==> config.mk <==
export PLATFORM = sky130hd
export DESIGN_NAME = decode_stage_flat
export DESIGN_NICKNAME = d
export VERILOG_FILES = /design/src/rtl/decode_stage_if.sv /design/src/rtl/decode_stage.sv /design/src/flat_wrapper.sv
export SDC_FILE = /design/constraint.sdc
export NUM_CORES = 1
export LEC_CHECK = 0
export CELL_PAD_IN_SITES_DETAIL_PLACEMENT = 1
export CELL_PAD_IN_SITES_GLOBAL_PLACEMENT = 1
export CORE_MARGIN = 5
export CORE_UTILIZATION = 31
export DETAILED_ROUTE_END_ITERATION = 8
export PLACE_DENSITY = 0.91
export SYNTH_ARGS = -nofsm -noshare
export SYNTH_HDL_FRONTEND = slang
export SYNTH_SLANG_ARGS = --single-unit
==> constraint.sdc <==
create_clock -name clk -period 2.15 [get_ports clk]
set_clock_uncertainty 0.2 [all_clocks]
set_input_delay 0.43 -clock clk [delete_from_list [all_inputs] [get_ports clk]]
set_output_delay 0.43 -clock clk [all_outputs]
set_load 0.01 [all_outputs]
==> src/rtl/decode_stage_if.sv <==
// Handshake and decoded-field bundle between the fetch side, decode_stage and execute.
// master = upstream/downstream environment, slave = decode_stage.
interface decode_stage_if #(
    parameter int XLEN = 32,
    parameter int PC_W = 32
);
    logic            in_valid;
    logic            in_ready;
    logic [31:0]     in_inst;
    logic [PC_W-1:0] in_pc;
    logic            out_valid;
    logic            out_ready;
    logic [PC_W-1:0] out_pc;
    logic [6:0]      out_opcode;
    logic [4:0]      out_rd;
    logic [3:0]      out_func3;
    logic [4:0]      out_rs1;
    logic [4:0]      out_rs2;
    logic [6:0]      out_func7;
    logic [XLEN-1:0] out_imm;
    logic [2:0]      out_fmt;
    logic            out_illegal;
    logic            out_reg_we;

    modport master (
        output in_valid, in_inst, in_pc, out_ready,
        input  in_ready, out_valid, out_pc, out_opcode, out_rd, out_func3,
               out_rs1, out_rs2, out_func7, out_imm, out_fmt, out_illegal, out_reg_we
    );

    modport slave (
        input  in_valid, in_inst, in_pc, out_ready,
        output in_ready, out_valid, out_pc, out_opcode, out_rd, out_func3,
               out_rs1, out_rs2, out_func7, out_imm, out_fmt, out_illegal, out_reg_we
    );
endinterface

==> src/rtl/decode_stage.sv <==
// Registered RV32I decode stage with valid/ready on both sides, flush and backpressure.
// DECODE_SKID_EN adds a one-entry skid register and a registered in_ready.
module decode_stage #(
    parameter int XLEN = 32,
    parameter int PC_W = 32
) (
    input  logic            clk,
    input  logic            rst_n,
    input  logic            flush,
    decode_stage_if.slave   bus
);
    localparam logic [6:0] OPC_LUI    = 7'b0110111;
    localparam logic [6:0] OPC_AUIPC  = 7'b0010111;
    localparam logic [6:0] OPC_JAL    = 7'b1101111;
    localparam logic [6:0] OPC_JALR   = 7'b1100111;
    localparam logic [6:0] OPC_LOAD   = 7'b0000011;
    localparam logic [6:0] OPC_OPIMM  = 7'b0010011;
    localparam logic [6:0] OPC_MISC   = 7'b0001111;
    localparam logic [6:0] OPC_SYSTEM = 7'b1110011;
    localparam logic [6:0] OPC_STORE  = 7'b0100011;
    localparam logic [6:0] OPC_BRANCH = 7'b1100011;
    localparam logic [6:0] OPC_OP     = 7'b0110011;

    localparam logic [2:0] FMT_R   = 3'd0;
    localparam logic [2:0] FMT_I   = 3'd1;
    localparam logic [2:0] FMT_S   = 3'd2;
    localparam logic [2:0] FMT_B   = 3'd3;
    localparam logic [2:0] FMT_U   = 3'd4;
    localparam logic [2:0] FMT_J   = 3'd5;
    localparam logic [2:0] FMT_INV = 3'd7;

    typedef struct packed {
        logic [PC_W-1:0] pc;
        logic [6:0]      opcode;
        logic [4:0]      rd;
        logic [3:0]      func3;
        logic [4:0]      rs1;
        logic [4:0]      rs2;
        logic [6:0]      func7;
        logic [XLEN-1:0] imm;
        logic [2:0]      fmt;
        logic            illegal;
        logic            reg_we;
    } dec_t;

    dec_t        dec;
    dec_t        out_q;
    logic        out_valid_q;
    logic [31:0] inst;
    logic [31:0] imm32;
    logic        writes_rd;
    logic        accept;

    assign inst = bus.in_inst;

    // Opcodes with inst[1:0] != 2'b11 never match a case item, so they land on INV.
    always_comb begin
        dec         = '0;
        imm32       = '0;
        writes_rd   = 1'b0;
        dec.pc      = bus.in_pc;
        dec.opcode  = inst[6:0];
        dec.rd      = inst[11:7];
        dec.func3   = {inst[30], inst[14:12]};
        dec.rs1     = inst[19:15];
        dec.rs2     = inst[24:20];
        dec.func7   = inst[31:25];
        dec.fmt     = FMT_INV;
        dec.illegal = 1'b1;
        case (inst[6:0])
            OPC_LUI, OPC_AUIPC: begin
                dec.fmt = FMT_U; dec.illegal = 1'b0; writes_rd = 1'b1;
            end
            OPC_JAL: begin
                dec.fmt = FMT_J; dec.illegal = 1'b0; writes_rd = 1'b1;
            end
            OPC_JALR, OPC_LOAD, OPC_OPIMM: begin
                dec.fmt = FMT_I; dec.illegal = 1'b0; writes_rd = 1'b1;
            end
            OPC_MISC: begin
                dec.fmt = FMT_I; dec.illegal = 1'b0;
            end
            OPC_SYSTEM: begin
                dec.fmt = FMT_I; dec.illegal = 1'b0; writes_rd = (inst[14:12] != 3'b000);
            end
            OPC_STORE: begin
                dec.fmt = FMT_S; dec.illegal = 1'b0;
            end
            OPC_BRANCH: begin
                dec.fmt = FMT_B; dec.illegal = 1'b0;
            end
            OPC_OP: begin
                dec.fmt = FMT_R; dec.illegal = 1'b0; writes_rd = 1'b1;
            end
            default: ;
        endcase
        case (dec.fmt)
            FMT_I:   imm32 = {{20{inst[31]}}, inst[31:20]};
            FMT_S:   imm32 = {{20{inst[31]}}, inst[31:25], inst[11:7]};
            FMT_B:   imm32 = {{19{inst[31]}}, inst[31], inst[7], inst[30:25], inst[11:8], 1'b0};
            FMT_U:   imm32 = {inst[31:12], 12'b0};
            FMT_J:   imm32 = {{11{inst[31]}}, inst[31], inst[19:12], inst[20], inst[30:21], 1'b0};
            default: imm32 = '0;
        endcase
        dec.imm    = {{(XLEN-31){imm32[31]}}, imm32[30:0]};
        dec.reg_we = writes_rd && (inst[11:7] != 5'd0);
    end

    assign accept = bus.in_valid && bus.in_ready;

`ifdef DECODE_SKID_EN
    dec_t skid_q;
    logic skid_valid_q;
    logic in_ready_q;

    assign bus.in_ready = in_ready_q;

    // in_ready_q mirrors "skid empty next cycle"; accepts only happen with the skid empty.
    always_ff @(posedge clk) begin
        if (!rst_n) begin
            out_valid_q  <= 1'b0;
            out_q        <= '0;
            skid_valid_q <= 1'b0;
            skid_q       <= '0;
            in_ready_q   <= 1'b0;
        end else if (flush) begin
            out_valid_q  <= 1'b0;
            skid_valid_q <= 1'b0;
            in_ready_q   <= 1'b1;
        end else if (out_valid_q && !bus.out_ready) begin
            if (accept) begin
                skid_q       <= dec;
                skid_valid_q <= 1'b1;
                in_ready_q   <= 1'b0;
            end
        end else if (skid_valid_q) begin
            out_q        <= skid_q;
            out_valid_q  <= 1'b1;
            skid_valid_q <= 1'b0;
            in_ready_q   <= 1'b1;
        end else begin
            out_valid_q <= accept;
            if (accept) out_q <= dec;
            in_ready_q  <= 1'b1;
        end
    end
`else
    assign bus.in_ready = !out_valid_q || bus.out_ready;

    always_ff @(posedge clk) begin
        if (!rst_n) begin
            out_valid_q <= 1'b0;
            out_q       <= '0;
        end else if (flush) begin
            out_valid_q <= 1'b0;
        end else if (accept) begin
            out_valid_q <= 1'b1;
            out_q       <= dec;
        end else if (bus.out_ready) begin
            out_valid_q <= 1'b0;
        end
    end
`endif

    assign bus.out_valid   = out_valid_q;
    assign bus.out_pc      = out_q.pc;
    assign bus.out_opcode  = out_q.opcode;
    assign bus.out_rd      = out_q.rd;
    assign bus.out_func3   = out_q.func3;
    assign bus.out_rs1     = out_q.rs1;
    assign bus.out_rs2     = out_q.rs2;
    assign bus.out_func7   = out_q.func7;
    assign bus.out_imm     = out_q.imm;
    assign bus.out_fmt     = out_q.fmt;
    assign bus.out_illegal = out_q.illegal;
    assign bus.out_reg_we  = out_q.reg_we;
endmodule

==> src/flat_wrapper.sv <==
// flat-port wrapper written by rule: the top's interface ports become plain ports
module decode_stage_flat 
#(
    parameter int XLEN = 32,
    parameter int PC_W = 32
)
  (clk, rst_n, flush, bus_in_valid, bus_in_inst, bus_in_pc, bus_out_ready, bus_in_ready, bus_out_valid, bus_out_pc, bus_out_opcode, bus_out_rd, bus_out_func3, bus_out_rs1, bus_out_rs2, bus_out_func7, bus_out_imm, bus_out_fmt, bus_out_illegal, bus_out_reg_we);
  decode_stage_if #(.XLEN(XLEN), .PC_W(PC_W)) bus_i ();
  input  logic clk;
  input  logic rst_n;
  input  logic flush;
  input wire logic [$bits(bus_i.in_valid)-1:0] bus_in_valid;
  input wire logic [$bits(bus_i.in_inst)-1:0] bus_in_inst;
  input wire logic [$bits(bus_i.in_pc)-1:0] bus_in_pc;
  input wire logic [$bits(bus_i.out_ready)-1:0] bus_out_ready;
  output wire logic [$bits(bus_i.in_ready)-1:0] bus_in_ready;
  output wire logic [$bits(bus_i.out_valid)-1:0] bus_out_valid;
  output wire logic [$bits(bus_i.out_pc)-1:0] bus_out_pc;
  output wire logic [$bits(bus_i.out_opcode)-1:0] bus_out_opcode;
  output wire logic [$bits(bus_i.out_rd)-1:0] bus_out_rd;
  output wire logic [$bits(bus_i.out_func3)-1:0] bus_out_func3;
  output wire logic [$bits(bus_i.out_rs1)-1:0] bus_out_rs1;
  output wire logic [$bits(bus_i.out_rs2)-1:0] bus_out_rs2;
  output wire logic [$bits(bus_i.out_func7)-1:0] bus_out_func7;
  output wire logic [$bits(bus_i.out_imm)-1:0] bus_out_imm;
  output wire logic [$bits(bus_i.out_fmt)-1:0] bus_out_fmt;
  output wire logic [$bits(bus_i.out_illegal)-1:0] bus_out_illegal;
  output wire logic [$bits(bus_i.out_reg_we)-1:0] bus_out_reg_we;
  assign bus_i.in_valid = bus_in_valid;
  assign bus_i.in_inst = bus_in_inst;
  assign bus_i.in_pc = bus_in_pc;
  assign bus_i.out_ready = bus_out_ready;
  assign bus_in_ready = bus_i.in_ready;
  assign bus_out_valid = bus_i.out_valid;
  assign bus_out_pc = bus_i.out_pc;
  assign bus_out_opcode = bus_i.out_opcode;
  assign bus_out_rd = bus_i.out_rd;
  assign bus_out_func3 = bus_i.out_func3;
  assign bus_out_rs1 = bus_i.out_rs1;
  assign bus_out_rs2 = bus_i.out_rs2;
  assign bus_out_func7 = bus_i.out_func7;
  assign bus_out_imm = bus_i.out_imm;
  assign bus_out_fmt = bus_i.out_fmt;
  assign bus_out_illegal = bus_i.out_illegal;
  assign bus_out_reg_we = bus_i.out_reg_we;
  decode_stage #(.XLEN(XLEN), .PC_W(PC_W)) u_core (.clk(clk), .rst_n(rst_n), .flush(flush), .bus(bus_i));
endmodule
Yosys cells after proc, flatten, opt, wreduce, memory -nomap -nowiden
Index checks and enable logic that the tools add are counted.
W data, S select, Z words.
{ "op_classes": {"eq_ne": 16, "mux": 5, "n_reduce_logical": 12, "n_bitwise": 2} }
{ "op_table": {"columns": ["op", "n"], "rows": [
  ["$pmux W32 S5", 1],
  ["$eq A7 B7 Y1 const B", 4],
  ["$pmux W4 S6", 1],
  ["$eq A7 B6 Y1 const B", 3],
  ["$eq A7 B5 Y1 const B", 2],
  ["$eq A7 B2 Y1 const B", 1],
  ["$eq A7 B4 Y1 const B", 1],
  ["$reduce_or A7 Y1", 1],
  ["$eq A3 B2 Y1 const B", 2],
  ["$eq A3 B3 Y1 const B", 2],
  ["$reduce_bool A5 Y1", 1],
  ["$reduce_or A5 Y1", 1],
  ["$reduce_or A2 Y1", 2],
  ["$eq A3 B1 Y1 const B", 1],
  ["$reduce_bool A3 Y1", 1],
  ["$logic_and A1 B1 Y1", 2],
  ["$mux W1", 2],
  ["$not A1 Y1", 2],
  ["$pmux W1 S2", 1],
  ["$reduce_and A2 Y1", 1],
  ["$reduce_bool A2 Y1", 1],
  ["$logic_not A1 Y1", 1],
  ["$logic_or A1 B1 Y1", 1]
]} }
{ "totals": {"word_cells": 47, "regBits": 103, "in_bits": 69} }

Longest topological paths before layout
Gate-level depths: netlist of the first run.
{ "logic_depth": {"depth_word": 5, "depth_mapped": 8, "depth_no_buf": 5} }

Worst setup path after synthesis of the first run
No wires, ideal clock.
{ "synth_timing": {"kind": "input to register", "from": "input port bus_in_inst[6]", "to": "register u_core.out_q (netlist bit u_core.bus.out_imm[1])", "setup_time_ns": 0.086, "path_buffers": 1, "path_stages": 5, "t_arrival_ns": 1.562, "t_required_ns": 1.864, "setup_slack_ns": 0.302, "cell_sequence": "buf_6 > or4_1 > o21ai_2 > o211ai_1 > a221oi_2"} }
{ "synth_between": {"elab_chain_cells": 5, "word_cells_on_any_way": 20, "classes_between": "eq/ne (16); mux (2); reduce/logical (2)"} }
{ "synth_rtl": {"columns": ["element", "line", "rtl"], "rows": [
  ["start, declared", "flat_wrapper.sv:13", "input wire logic [$bits(bus_i.in_inst)-1:0] bus_in_inst;"],
  ["$eq A7 B4 Y1 (tied with other cells)", "decode_stage.sv:70", "case (inst[6:0])"],
  ["$reduce_or A5 Y1 (no line) / $reduce_or A2 Y1 (equally long branches)", null, null],
  ["$pmux W4 S6 (*)", "decode_stage.sv:70", null],
  ["$eq A3 B3 Y1 (tied with other cells)", "decode_stage.sv:97", "case (dec.fmt)"],
  ["$pmux W32 S5 (*)", "decode_stage.sv:97", null],
  ["end signal, assigned", "decode_stage.sv:153", "out_q <= '0;"],
  ["end signal, assigned", "decode_stage.sv:158", "out_q <= dec;"],
  ["end, declared", "decode_stage.sv:47", "dec_t out_q;"]
]} }
Every way passes the cells marked *; elsewhere a longest branch is shown, timed or not.
A chain may end at the register's enable or synchronous reset.

Final worst setup path of the first run
{ "layout_timing": {"from": "input port bus_in_inst[4]", "to": "register u_core.out_q (netlist bit u_core.bus.out_imm[12])"} }
The elaborated chain is that of the path after synthesis.

==> results of run 1 <==
-- Yosys cell counts (5+ instances only) --
master and number:
nand2_1 143, dfxtp_1 102, a21oi_1 97, clkbuf_1 20, o21ai_0 20, buf_2 17, a22oi_1 11, nor2_1 10
a221oi_1 8, a32o_1 8, buf_6 5, o211ai_1 5
-- per-layer routing --
| metal | GRT usage [%] | up-vias | wire (microns) |
|---|---|---|---|
| li1 | - | 2218 | - |
| met1 | 24.5 | 2279 | 7020 |
| met2 | 37.5 | 163 | 8730 |
| met3 | 5.34 | 22 | 1040 |
| met4 | 5.93 | 0 | 330 |
| met5 | 0 | - | 0 |
-- power groups by stage --
stage	Sequential, mW	Clock (mW)	Combinational [mW]
2_1_floorplan	2.08	0	0.247
3_3_place_gp	2.05	0	0.749
3_5_place_dp	2.05	0	0.769
4_1_cts	2.01	1.70	0.777
5_1_grt	2.02	1.78	0.839
6_report	2.01	1.66	0.780
-- cell type report --
class / instances / area, sq um / area share [%]
tap: 176 / 220 / 3.16
clock buffer: 11 / 253 / 3.62
timing repair buffer: 244 / 2380 / 34.1
clock inverter: 3 / 45.0 / 0.646
multi-input combinational: 362 / 2020 / 29.0
sequential: 102 / 2040 / 29.3
inverter: 4 / 15.0 / 0.215
-- path summary, 6_finish.rpt --
check	depth (start not counted)	slack (ps)	to
setup / recovery	6	-20	u_core.bus.out_imm[12]
hold / removal	2	250	u_core.bus.out_rs1[2]
setup reg to reg	8	290	u_core.bus.out_imm[22]
hold reg to reg	2	250	u_core.bus.out_rs1[2]
-- tightest hold or removal path, stage by stage (launching register included) --
cell and delay (ps):
dfxtp_1 310, nand2_1 50, a21oi_1 50
-- through the flow --
| stage | area (sq um) | worst slack (ps) | hold WS [ps] | TNS [ps] |
|---|---|---|---|---|
| global placement | 6610 | -294 | 242 | -9580 |
| global route | 6970 | -54.0 | 265 | -61.2 |
| finish | 6970 | -23.1 | 255 | -23.1 |
| CTS | 6910 | 13.7 | 255 | 0 |
| floorplan | 4230 | 302 | 276 | 0 |
| detailed placement | 6610 | -365 | 246 | -13280 |
-- kinds of logic (layout without fill, tap and decap cells) --
logic type | count (synthesis) | count (layout) | share of synthesized area (%)
xor gates and xnor gates | 1 | 1 | 0.207
AOI/OAI and AO/OA | 175 | 175 | 26.2
and+or+nand+nor | 184 | 184 | 19.0
buffers and inverters | 48 | 262 | 5.73
muxes | 2 | 2 | 0.591
DFF | 102 | 102 | 48.2
-- repair_timing --
item                                    in CTS  in global routing
pin swaps                                    0                  5
endpoints found under the setup margin       1                 16
gates cloned                                 0                  0
resized for setup                            2                 11
setup buffers                                0                  1
-- state kept, by name, indices dropped and copies added, names as in the netlist --
signal,flops
u_core.bus.out_fmt,3
u_core.bus.out_func3,3
u_core.bus.out_func7,7
u_core.bus.out_illegal,1
u_core.bus.out_imm,32
u_core.bus.out_opcode,7
u_core.bus.out_pc,32
u_core.bus.out_rd,5
u_core.bus.out_reg_we,1
u_core.bus.out_rs1,5
u_core.bus.out_rs2,5
u_core.bus.out_valid,1
==> results.json, run 1 <==
{
  "status": "finished, violations left",
  "violations": "negative setup slack",
  "synth_top_area_cell": "dfxtp_1",
  "vias": 4682,
  "netSwitchingFraction_pct": 25.1,
  "ant_nets": 0,
  "power.total_mw": 4.45,
  "crit_type": "in2reg",
  "max_freq_ghz": 0.460,
  "grt_util_all_layers_pct": 20.9,
  "ys_ff_latch": 102,
  "diodes": 0,
  "place_congestion": 0.843,
  "hold_buffers": 0,
  "rr_startpoint": "u_core.bus.out_valid",
  "drc_errors": 0,
  "drt-initial-drc-count": 174,
  "drv_cap": 0,
  "fill_cells": 1530,
  "finalMaxSlewViolations": 0,
  "io_buffers": 172,
  "pwr-share-seq_pct": 45.2,
  "syn_to_final_growth_pct": 64.7,
  "p_int_mw": 3.33,
  "synth.net_count": 581,
  "netlist_area_sq_mm": 0.00423,
  "cts_buffers": 9,
  "first_pass_iters": 4,
  "utilization_pct": 52.4,
  "hold_class": "reg2reg",
  "cts-root-buf": "clkbuf_16",
  "syn_avg_cell_area_sq_um": 8.27,
  "cts.sinks": 102,
  "synthArstFlopShare_pct": 0,
  "hold_violations": 0,
  "fin_cells": 902,
  "grt_max_degree": 38,
  "die_w_microns": 127,
  "crit_slowest_cell": "clkdlybuf4s50_1",
  "crit_family": "compound AO/OA/AOI/OAI gates",
  "viasPerCell": 5.19,
  "grt_pass1_wl_mm": 27.0,
  "maxSlewHeadroom_pct": 71.9,
  "leakagePower_nw": 2.48,
  "critPathArrivalTime_ps": 2210,
  "vdd_ir_drop_max_v": 0.000376,
  "p_comb_share_pct": 17.5,
  "avgRoutedWirePerCell_microns": 19.0,
  "final_common_cell": "clkdlybuf4s50_1",
  "io_pins": 173,
  "slowest_delay_ps": 490,
  "nNetsFinal": 792,
  "synth-warning-count": 0,
  "cp_cell_sequence": "clkdlybuf4s50_1 > buf_6 > or3b_4 > a21oi_4 > a22oi_1 > a221oi_2",
  "grt_overflow_total": 0,
  "cp_num_buf_inv": 2,
  "ys_types": 56,
  "rows": 42,
  "placed_cells": 887,
  "min_from": "u_core.bus.out_rs1[2]",
  "p_sw_mw": 1.12,
  "core_sq_mm": 0.0133,
  "synth.top_cell.area_share_pct": 48.2,
  "grt_pass1_vias": 5068,
  "drt-total-wl_mm": 17.1,
  "synth_area_leaders": "dfxtp_1 (48%), nand2_1 (13%), a21oi_1 (11%)",
  "synth_edf_count": 0,
  "path_max_fanout": 14,
  "clkPwrFrac_pct": 37.3,
  "h-tree-depth": 3,
  "path_clk_slew_ps": 60,
  "seq_area_frac_synth_pct": 48.2,
  "fp.dieArea_sq_mm": 0.0161,
  "ys.flop_type": "dfxtp_1",
  "drive_gt1_share_pct": 15.4,
  "dp_hpwl_mm": 12.9,
  "cp-end-kind": "register",
  "post-route-period-util_pct": 101,
  "crit_path_start_kind": "input pin",
  "crit_required_ps": 2190,
  "p_per_area_mw_per_mm2": 638,
  "initial_core_util_pct": 31.8,
  "antenna_found_initial": 0,
  "period_minus_slack_ps": 2170,
  "netlist_instances": 512,
  "clock_path_buffers": 2,
  "final_cell_mix": "clkdlybuf4s50_1 (171), nand2_1 (143), dfxtp_1 (102)",
  "die_h_microns": 127,
  "setup_violations": 1,
  "startpoint": "bus_in_inst[4]",
  "cts_tree": "yes",
  "worst-slew-pin-transition_ps": 421,
  "finalWorstSetupSlack_ps": -23.1,
  "clkLatencyLatePin_ps": 340
}
(Power assumes the default switching activity.)
==> run 2, diff against run 1 <==
CORE_UTILIZATION = 44   (was 31)
DONT_BUFFER_PORTS = 1   (was unset)
PLACE_DENSITY = 0.88   (was 0.91)
==> run 2 against run 1 <==
The flow now finishes without violations. Clock power fell by 33%. Utilization rose by 2.8 points. Design area fell by 26%. First-iteration DRC count rose by 110%. Maximum frequency rose by 9.7%. Count of clock-buffer cells in the layout fell by 2. Register-to-register slack got worse by 120 ps. Routed wire length fell by 7.7%. Global-route usage rose by 5.8 points. Combinational power fell by 47%. Setup slack improved by 190 ps. Non-clock buffer count fell by 165.
==> results.json, run 2 (same netlist as run 1, synthesis figures left out) <==
{
  "leakagePower_nw": 1.77,
  "pwr-share-seq_pct": 57.6,
  "hold_violations": 0,
  "utilization_pct": 55.2,
  "drt-total-wl_mm": 15.8,
  "maxSlewHeadroom_pct": 43.3,
  "ant_nets": 0,
  "rsz0062_at_grt": "false",
  "final_common_cell": "nand2_1",
  "drive_gt1_share_pct": 8.88,
  "clkPwrFrac_pct": 31.0,
  "cts_setup_buffers": 0,
  "avgRoutedWirePerCell_microns": 22.8,
  "cpMostUsedCell": "buf_4",
  "core_sq_mm": 0.00933,
  "min_from": "bus_in_inst[5]",
  "crit_required_ps": 2240,
  "hold_end": "u_core.bus.out_opcode[5]",
  "die_w_microns": 108,
  "finalMaxSlewViolations": 0,
  "p_sw_mw": 1.01,
  "die_h_microns": 108,
  "vias": 4152,
  "io_pins": 173,
  "setup_violations": 0,
  "final_cell_mix": "nand2_1 (143), dfxtp_1 (102), a21oi_1 (97)",
  "critPathArrivalTime_ps": 2070,
  "viasPerCell": 5.99,
  "first_pass_iters": 6,
  "place_congestion": 0.863,
  "p_int_mw": 2.58,
  "status": "completed",
  "crit_path_start_kind": "register",
  "drc_errors": 0,
  "netSwitchingFraction_pct": 28.2,
  "worst-slew-pin-transition_ps": 848,
  "hold_class": "in2reg",
  "worst_r2r_path_depth": 6,
  "cts.sinks": 102,
  "crit_slowest_cell": "dfxtp_1",
  "power.total_mw": 3.59,
  "clkLatencyLatePin_ps": 360,
  "rr_startpoint": "u_core.bus.out_valid",
  "dp_hpwl_mm": 10.2,
  "nNetsFinal": 627,
  "cp_cell_sequence": "nor2b_1 > buf_4 > nor2_4 > buf_4 > nand2_1 > a21oi_1",
  "cp-end-kind": "register",
  "max_freq_ghz": 0.505,
  "io_buffers": 0,
  "slowest_delay_ps": 360,
  "fp.dieArea_sq_mm": 0.0117,
  "grt_pass1_wl_mm": 24.3,
  "grt_pass1_vias": 4436,
  "crit_type": "reg2reg",
  "cp_num_buf_inv": 2,
  "antenna_found_initial": 0,
  "p_per_area_mw_per_mm2": 696,
  "h-tree-depth": 3,
  "wl_met3_mm": 1.59,
  "holdPathStages": 2,
  "initial_core_util_pct": 45.4,
  "cts_tree": "yes",
  "post-route-period-util_pct": 92.1,
  "period_minus_slack_ps": 1980,
  "clock_path_buffers": 2,
  "met2_length_mm": 7.84,
  "p_comb_share_pct": 11.5,
  "vdd_ir_drop_max_v": 0.000385,
  "r2r_end": "u_core.bus.out_pc[18]",
  "syn_to_final_growth_pct": 21.7,
  "setup_tns_ps": 0,
  "cts-root-buf": "clkbuf_8",
  "path_max_fanout": 22,
  "path_clk_slew_ps": 100,
  "drv_cap": 0,
  "highest_layer": "met4",
  "grt_max_degree": 45,
  "crit_family": "simple AND/OR/NAND/NOR gates",
  "rows": 35,
  "grt_util_all_layers_pct": 26.7,
  "grt_overflow_total": 0,
  "ff2ff_setup_slack_ps": 170,
  "cts_buffers": 9,
  "drt-initial-drc-count": 370,
  "wl_met1_mm": 5.78
}
[run 2: changes by cell type in the layout (fill, tap and decap cells not counted), moves of 6 or more]
cell,before,now
clkbuf_16,9,0
clkbuf_8,2,9
clkdlybuf4s50_1,171,0
buf_4,62,13
dlygate4sd3_1,0,63
buf_12,9,3
[run 2: repair_timing]
action,in CTS,in global routing
setup endpoints to repair,0,7
resized for setup,0,1
hold endpoints to repair,69,5
hold buffers,58,5
[run 2: power by group through the flow]
stage	Clock [mW]	Sequential [mW]	Combinational, mW
global route	1.23	2.07	0.450
CTS	1.14	2.06	0.389
finish	1.11	2.06	0.411
global placement	0	2.10	0.280
detailed placement	0	2.11	0.297
floorplan	0	2.08	0.247
[run 2: per-stage QoR]
step / hold WS, ps / std cells / setup WS (ps) / instance area [sq um]
2_1_floorplan: 276 / 512 / 302 / 4230
3_3_place_gp: 292 / 613 / 257 / 4340
3_5_place_dp: 300 / 613 / 125 / 4340
4_1_cts: 0.0515 / 687 / 105 / 5090
5_1_grt: 0.867 / 692 / 83.9 / 5150
6_report: 18.7 / 693 / 170 / 5150
[run 2: per-layer routing]
metal	vias to the layer above	track usage [%]
met4	0	11.5
met3	50	10.5
met1	2024	28.9
met5	-	0
met2	193	46.1
li1	1885	-
[run 2: final cells by class]
cell class	count	area [sq um]
multi-input cells	362	1970
well taps	129	161
clock inverters	7	48.8
fillers	1116	4180
inverters	4	15.0
diodes	1	2.50
flip-flops and latches	102	2040
repair buffers	79	788
clock buffers	9	124
[run 2: worst reg2reg max path: stages (launching register included)]
cell     delay (ps)
dfxtp_1         360
nor2b_1         180
buf_4           160
nor2_4          360
buf_4           360
nand2_1         110
a21oi_1         190
[run 2: how the worst max path moves through the flow]
stage | to | depth (start not counted) | slack (ps) | from
4_1_cts | u_core.bus.out_imm[12] | 5 | 110 | u_core.bus.out_valid
2_1_floorplan | u_core.bus.out_imm[1] | 5 | 300 | bus_in_inst[6]
5_1_grt | u_core.bus.out_pc[18] | 6 | 80 | u_core.bus.out_valid
6_report | u_core.bus.out_pc[18] | 6 | 170 | u_core.bus.out_valid
3_3_place_gp | u_core.bus.out_imm[19] | 5 | 260 | u_core.bus.out_valid
3_5_place_dp | u_core.bus.out_imm[12] | 5 | 120 | u_core.bus.out_valid
